[src/rtl/chunked_comparator.sv]
// Multi-cycle magnitude comparator: compares CHUNK bits per cycle, MSB chunk first, and stops at
// the first differing chunk. Define COMPARATOR_SIGNED_EN to add the signed_mode port.
module chunked_comparator #(
  parameter int unsigned WIDTH = 16,
  parameter int unsigned CHUNK = 4
) (
  input  logic             clk,
  input  logic             rst,
  input  logic             start,
  input  logic [WIDTH-1:0] A,
  input  logic [WIDTH-1:0] B,
`ifdef COMPARATOR_SIGNED_EN
  input  logic             signed_mode,
`endif
  output logic             busy,
  output logic             done,
  output logic             Greater_than,
  output logic             Less_than,
  output logic             Equal
);

  localparam int unsigned NCHUNK = WIDTH / CHUNK;
  localparam int unsigned IDXW   = (NCHUNK > 1) ? $clog2(NCHUNK) : 1;
  localparam logic [IDXW-1:0] IdxMax = IDXW'(NCHUNK - 1);

  typedef enum logic [0:0] {StIdle, StCompare} state_e;

  state_e           state_q, state_d;
  logic [IDXW-1:0]  idx_q, idx_d;
  logic [WIDTH-1:0] a_q, a_d, b_q, b_d;
  logic             done_q, done_d;
  logic             gt_q, gt_d, lt_q, lt_d, eq_q, eq_d;
  logic [WIDTH-1:0] a_in, b_in;
  logic [CHUNK-1:0] a_chunk, b_chunk;

`ifdef COMPARATOR_SIGNED_EN
  // Flipping both MSBs maps two's-complement order onto unsigned order.
  logic [WIDTH-1:0] msb_flip;
  assign msb_flip = {signed_mode, {(WIDTH-1){1'b0}}};
  assign a_in     = A ^ msb_flip;
  assign b_in     = B ^ msb_flip;
`else
  assign a_in = A;
  assign b_in = B;
`endif

  assign a_chunk = a_q[idx_q*CHUNK +: CHUNK];
  assign b_chunk = b_q[idx_q*CHUNK +: CHUNK];

  always_comb begin
    state_d = state_q;
    idx_d   = idx_q;
    a_d     = a_q;
    b_d     = b_q;
    done_d  = 1'b0;
    gt_d    = gt_q;
    lt_d    = lt_q;
    eq_d    = eq_q;
    unique case (state_q)
      StIdle: begin
        if (start) begin
          a_d     = a_in;
          b_d     = b_in;
          idx_d   = IdxMax;
          gt_d    = 1'b0;
          lt_d    = 1'b0;
          eq_d    = 1'b0;
          state_d = StCompare;
        end
      end
      StCompare: begin
        if (a_chunk > b_chunk) begin
          gt_d    = 1'b1;
          done_d  = 1'b1;
          state_d = StIdle;
        end else if (a_chunk < b_chunk) begin
          lt_d    = 1'b1;
          done_d  = 1'b1;
          state_d = StIdle;
        end else if (idx_q == '0) begin
          eq_d    = 1'b1;
          done_d  = 1'b1;
          state_d = StIdle;
        end else begin
          idx_d = idx_q - IDXW'(1);
        end
      end
      default: state_d = StIdle;
    endcase
  end

  always_ff @(posedge clk or posedge rst) begin
    if (rst) begin
      state_q <= StIdle;
      idx_q   <= '0;
      a_q     <= '0;
      b_q     <= '0;
      done_q  <= 1'b0;
      gt_q    <= 1'b0;
      lt_q    <= 1'b0;
      eq_q    <= 1'b0;
    end else begin
      state_q <= state_d;
      idx_q   <= idx_d;
      a_q     <= a_d;
      b_q     <= b_d;
      done_q  <= done_d;
      gt_q    <= gt_d;
      lt_q    <= lt_d;
      eq_q    <= eq_d;
    end
  end

  assign busy         = (state_q == StCompare);
  assign done         = done_q;
  assign Greater_than = gt_q;
  assign Less_than    = lt_q;
  assign Equal        = eq_q;

endmodule
[config.mk]
export PLATFORM = sky130hd
export DESIGN_NAME = chunked_comparator
export DESIGN_NICKNAME = d
export VERILOG_FILES = /design/src/rtl/chunked_comparator.sv
export SDC_FILE = /design/constraint.sdc
export NUM_CORES = 1
export LEC_CHECK = 0
export ABC_AREA = 1
export BUFFER_PORTS_ARGS = -buffer_cell sky130_fd_sc_hd__buf_4
export CELL_PAD_IN_SITES_DETAIL_PLACEMENT = 1
export CELL_PAD_IN_SITES_GLOBAL_PLACEMENT = 2
export CORE_UTILIZATION = 28
export CTS_CLUSTER_SIZE = 12
export DETAILED_ROUTE_END_ITERATION = 8
export HOLD_SLACK_MARGIN = 0.08
export PLACE_DENSITY_LB_ADDON = 0.1
export SETUP_SLACK_MARGIN = 0.1
export SYNTH_ARGS = -nofsm -noshare
export SYNTH_HDL_FRONTEND = slang
export SYNTH_SLANG_ARGS = --single-unit
[constraint.sdc]
create_clock -name clk -period 1.65 [get_ports clk]
set_input_delay 0.33 -clock clk [delete_from_list [all_inputs] [get_ports clk]]
set_output_delay 0.33 -clock clk [all_outputs]
set_load 0.1 [all_outputs]
==> flow_summary.yaml <==
critical_path:
  slowest_delay_ns: 0.43
  r2r_slack_ns: -0.26
  cp-start-kind: "flip-flop"
  cp.required_ns: 1.88
  cp_top_family: "simple AND/OR/NAND/NOR gates"
  cp_max_fo: 7
  crit_arrival_ns: 2.13
  critPathBufInv: 3
  end_kind: "flip-flop"
  crit_chain: "inv_2, buf_6, buf_4, o21ai_2, o22ai_1, ha_1, nand2_2, nor3_4, nand3_4, nand2_2, nand2_1, nand2_1"
  critPathKind: "reg2reg"
  cpMaxStageDelayCell: "dfrtp_2"
sta:
  setup_viol: 7
  fin_crit_ns: 1.91
  fin_skew_ns: 0.00829
  hold_viol_final: 0
  maxSlewHeadroom_pct: 60.1
  hold_slack_ns: 0.0954
  max_freq_mhz: 525
  grt_setup_unrepaired: "yes"
  tightest_slew_ns: 0.598
  fin_ws_ns: -0.256
  slew_violations: 0
  tns_ns: -1.39
  finalCritPeriodShare_pct: 116
cts:
  htree_levels: 2
  path_clk_slew_ns: 0.08
  numCtsBuffers: 5
  cts-root-buf: "clkbuf_8"
  clock-sinks: 39
  clk_latency_ns: 0.30
  cts_tree: "yes"
  postCtsHoldBufs: 0
  clock_path_buffers: 2
yosys:
  synth_cells: 236
  yosys_warnings: 0
  ys_ff_latch: 39
  ys_types: 20
  syn_nets: 276
  ys_seq_area_share_pct: 51.0
  avgSynthCellArea_um2: 8.11
  netlist_area_um2: 1910
final_layout:
  final_cell_mix: "nand2_1 (111), buf_4 (50), dfrtp_1 (37), nor2_1 (12), o21ai_1 (9)"
  antenna_cells: 0
  post-route-cell-area_um2: 2610
  final_nets: 327
  areaGrowthSynthToFinish_pct: 36.1
  layout-drive-gt1-share_pct: 32.6
  final_common_cell: "nand2_1"
floorplan:
  start_util_pct: 29.6
  die_y_um: 84.7
  core_area_um2: 6460
  num_rows: 29
  ios: 40
  dieArea_um2: 7170
  fp.dieW_um: 84.7
routing:
  ant_nets: 0
  drt-pass1-iter-count: 6
  drc: 0
  drt_wl_total_mm: 4.81
  drtIter0Drc: 57
  num_vias: 1649
  wire_per_inst_um: 13.2
  vias_per_cell: 4.52
power_and_ir_drop:
  power_frac_seq_pct: 27.2
  pwr-share-clk_pct: 17.5
  power_frac_comb_pct: 55.2
  p_total_mw: 5.40
  ir_worst_vdd_mv: 0.700
  p_switching_mw: 2.35
  p_int_mw: 3.05
  leakage_nw: 1.36
  p_per_area_nw_per_um2: 2070
  switching_share_pct: 43.6
grt:
  grt_overflow_total: 0
  antenna_found_initial: 0
  grt_max_degree: 37
  grt_pass1_vias: 1654
  grt_pass1_wl_mm: 8.08
  grt_util_all_layers_pct: 14.8
place:
  place_area_um2: 2330
  port-buffer-count: 39
  dp_hpwl_mm: 3.50
  gp_congestion: 0.715
flow_run:
  drv_cap: 0
outcome:
  violations: "negative setup slack"
  status: "finished, violations left"
worst_hold_path:
  worstHoldPathType: "in2async"
## path summary, 6_finish.rpt
kind | endpoint | depth (start not counted) | startpoint
setup / recovery | idx_q[0]$_DFFE_PP0P_ | 12 | idx_q[0]$_DFFE_PP0P_
hold / removal | a_q[2]$_DFFE_PP0P_ | 2 | rst
setup reg to reg | idx_q[0]$_DFFE_PP0P_ | 12 | idx_q[0]$_DFFE_PP0P_
hold reg to reg | Equal$_DFFE_PP0P_ | 2 | Equal$_DFFE_PP0P_
max in group asynchronous | b_q[11]$_DFFE_PP0P_ | 3 | rst
min in group clk | a_q[15]$_DFFE_PP0P_ | 3 | A[15]
## synth_stat cells
library cell  count  area, um^2
inv_1            10        37.5
ha_1              5        62.6
nor3_4            1        16.3
a32o_1            2        20.0
a21oi_1           6        30.0
nor2_8            1        20.0
inv_2             1        3.75
nand3_2           1        10.0
inv_4             1        6.26
buf_6             5        56.3
nand3_1           5        25.0
o21a_1            1        7.51
nor2_1           13        48.8
buf_2             3        15.0
buf_4             3        22.5
o22ai_1           4        25.0
o21ai_0          14        70.1
dfrtp_1          39         976
nand2_1         118         443
nand2_2           3        18.8
## metal layers
metal	part of all wire, %	global-route usage (%)
met3	3.5	3.05
met4	1.3	6.01
met2	43	21.2
met1	52	21.6
met5	0	0
## area by class of cell
type | instances | area (um^2)
clock buffers | 6 | 72.6
clock inverters | 2 | 60.1
fillers | 754 | 3850
inverters | 12 | 47.5
multi-input cells | 174 | 901
flip-flops and latches | 39 | 978
well taps | 77 | 96.3
repair buffers | 55 | 449
## power by group through the flow
stage               sequential (mW)  combinational, mW  clock, mW
finish                         1.47               2.98      0.948
global placement               1.48               2.30          0
detailed placement             1.48               2.33          0
global route                   1.52               3.30       1.01
floorplan                      1.74               1.44          0
CTS                            1.47               2.63      0.972
## stage by stage
step                      setup WS, ns  cells  util [%]
final                           -0.256    365      40.3
after global routing            -0.358    365      40.3
after CTS                       -0.314    364      39.1
after detailed placement        -0.361    353      36.1
after global placement          -0.333    353      36.1
after floorplan                 -0.118    236         -
## flip-flops by register name (all words and copies together), names as in the netlist
| signal | cells |
|---|---|
| a_q | 16 |
| b_q | 16 |
| idx_q | 2 |
| Equal | 1 |
| Greater_than | 1 |
| Less_than | 1 |
| busy | 1 |
| done | 1 |
## logic make-up (layout without fill, tap and decap cells)
| logic type | Yosys count | after routing | share of synthesized area, % |
|---|---|---|---|
| AOI/OAI and AO/OA | 27 | 27 | 7.97 |
| DFF | 39 | 39 | 51.0 |
| buffers and inverters | 23 | 75 | 7.39 |
| and+or+nand+nor | 142 | 142 | 30.4 |
| adders and majority gates | 5 | 5 | 3.27 |
## what timing repair did
action,4_1_cts,5_1_grt
setup buffers,3,1
gates cloned,0,0
gates resized for setup,13,25
pin swaps,10,10
setup endpoints to repair,7,7
(Power assumes the default switching activity.)
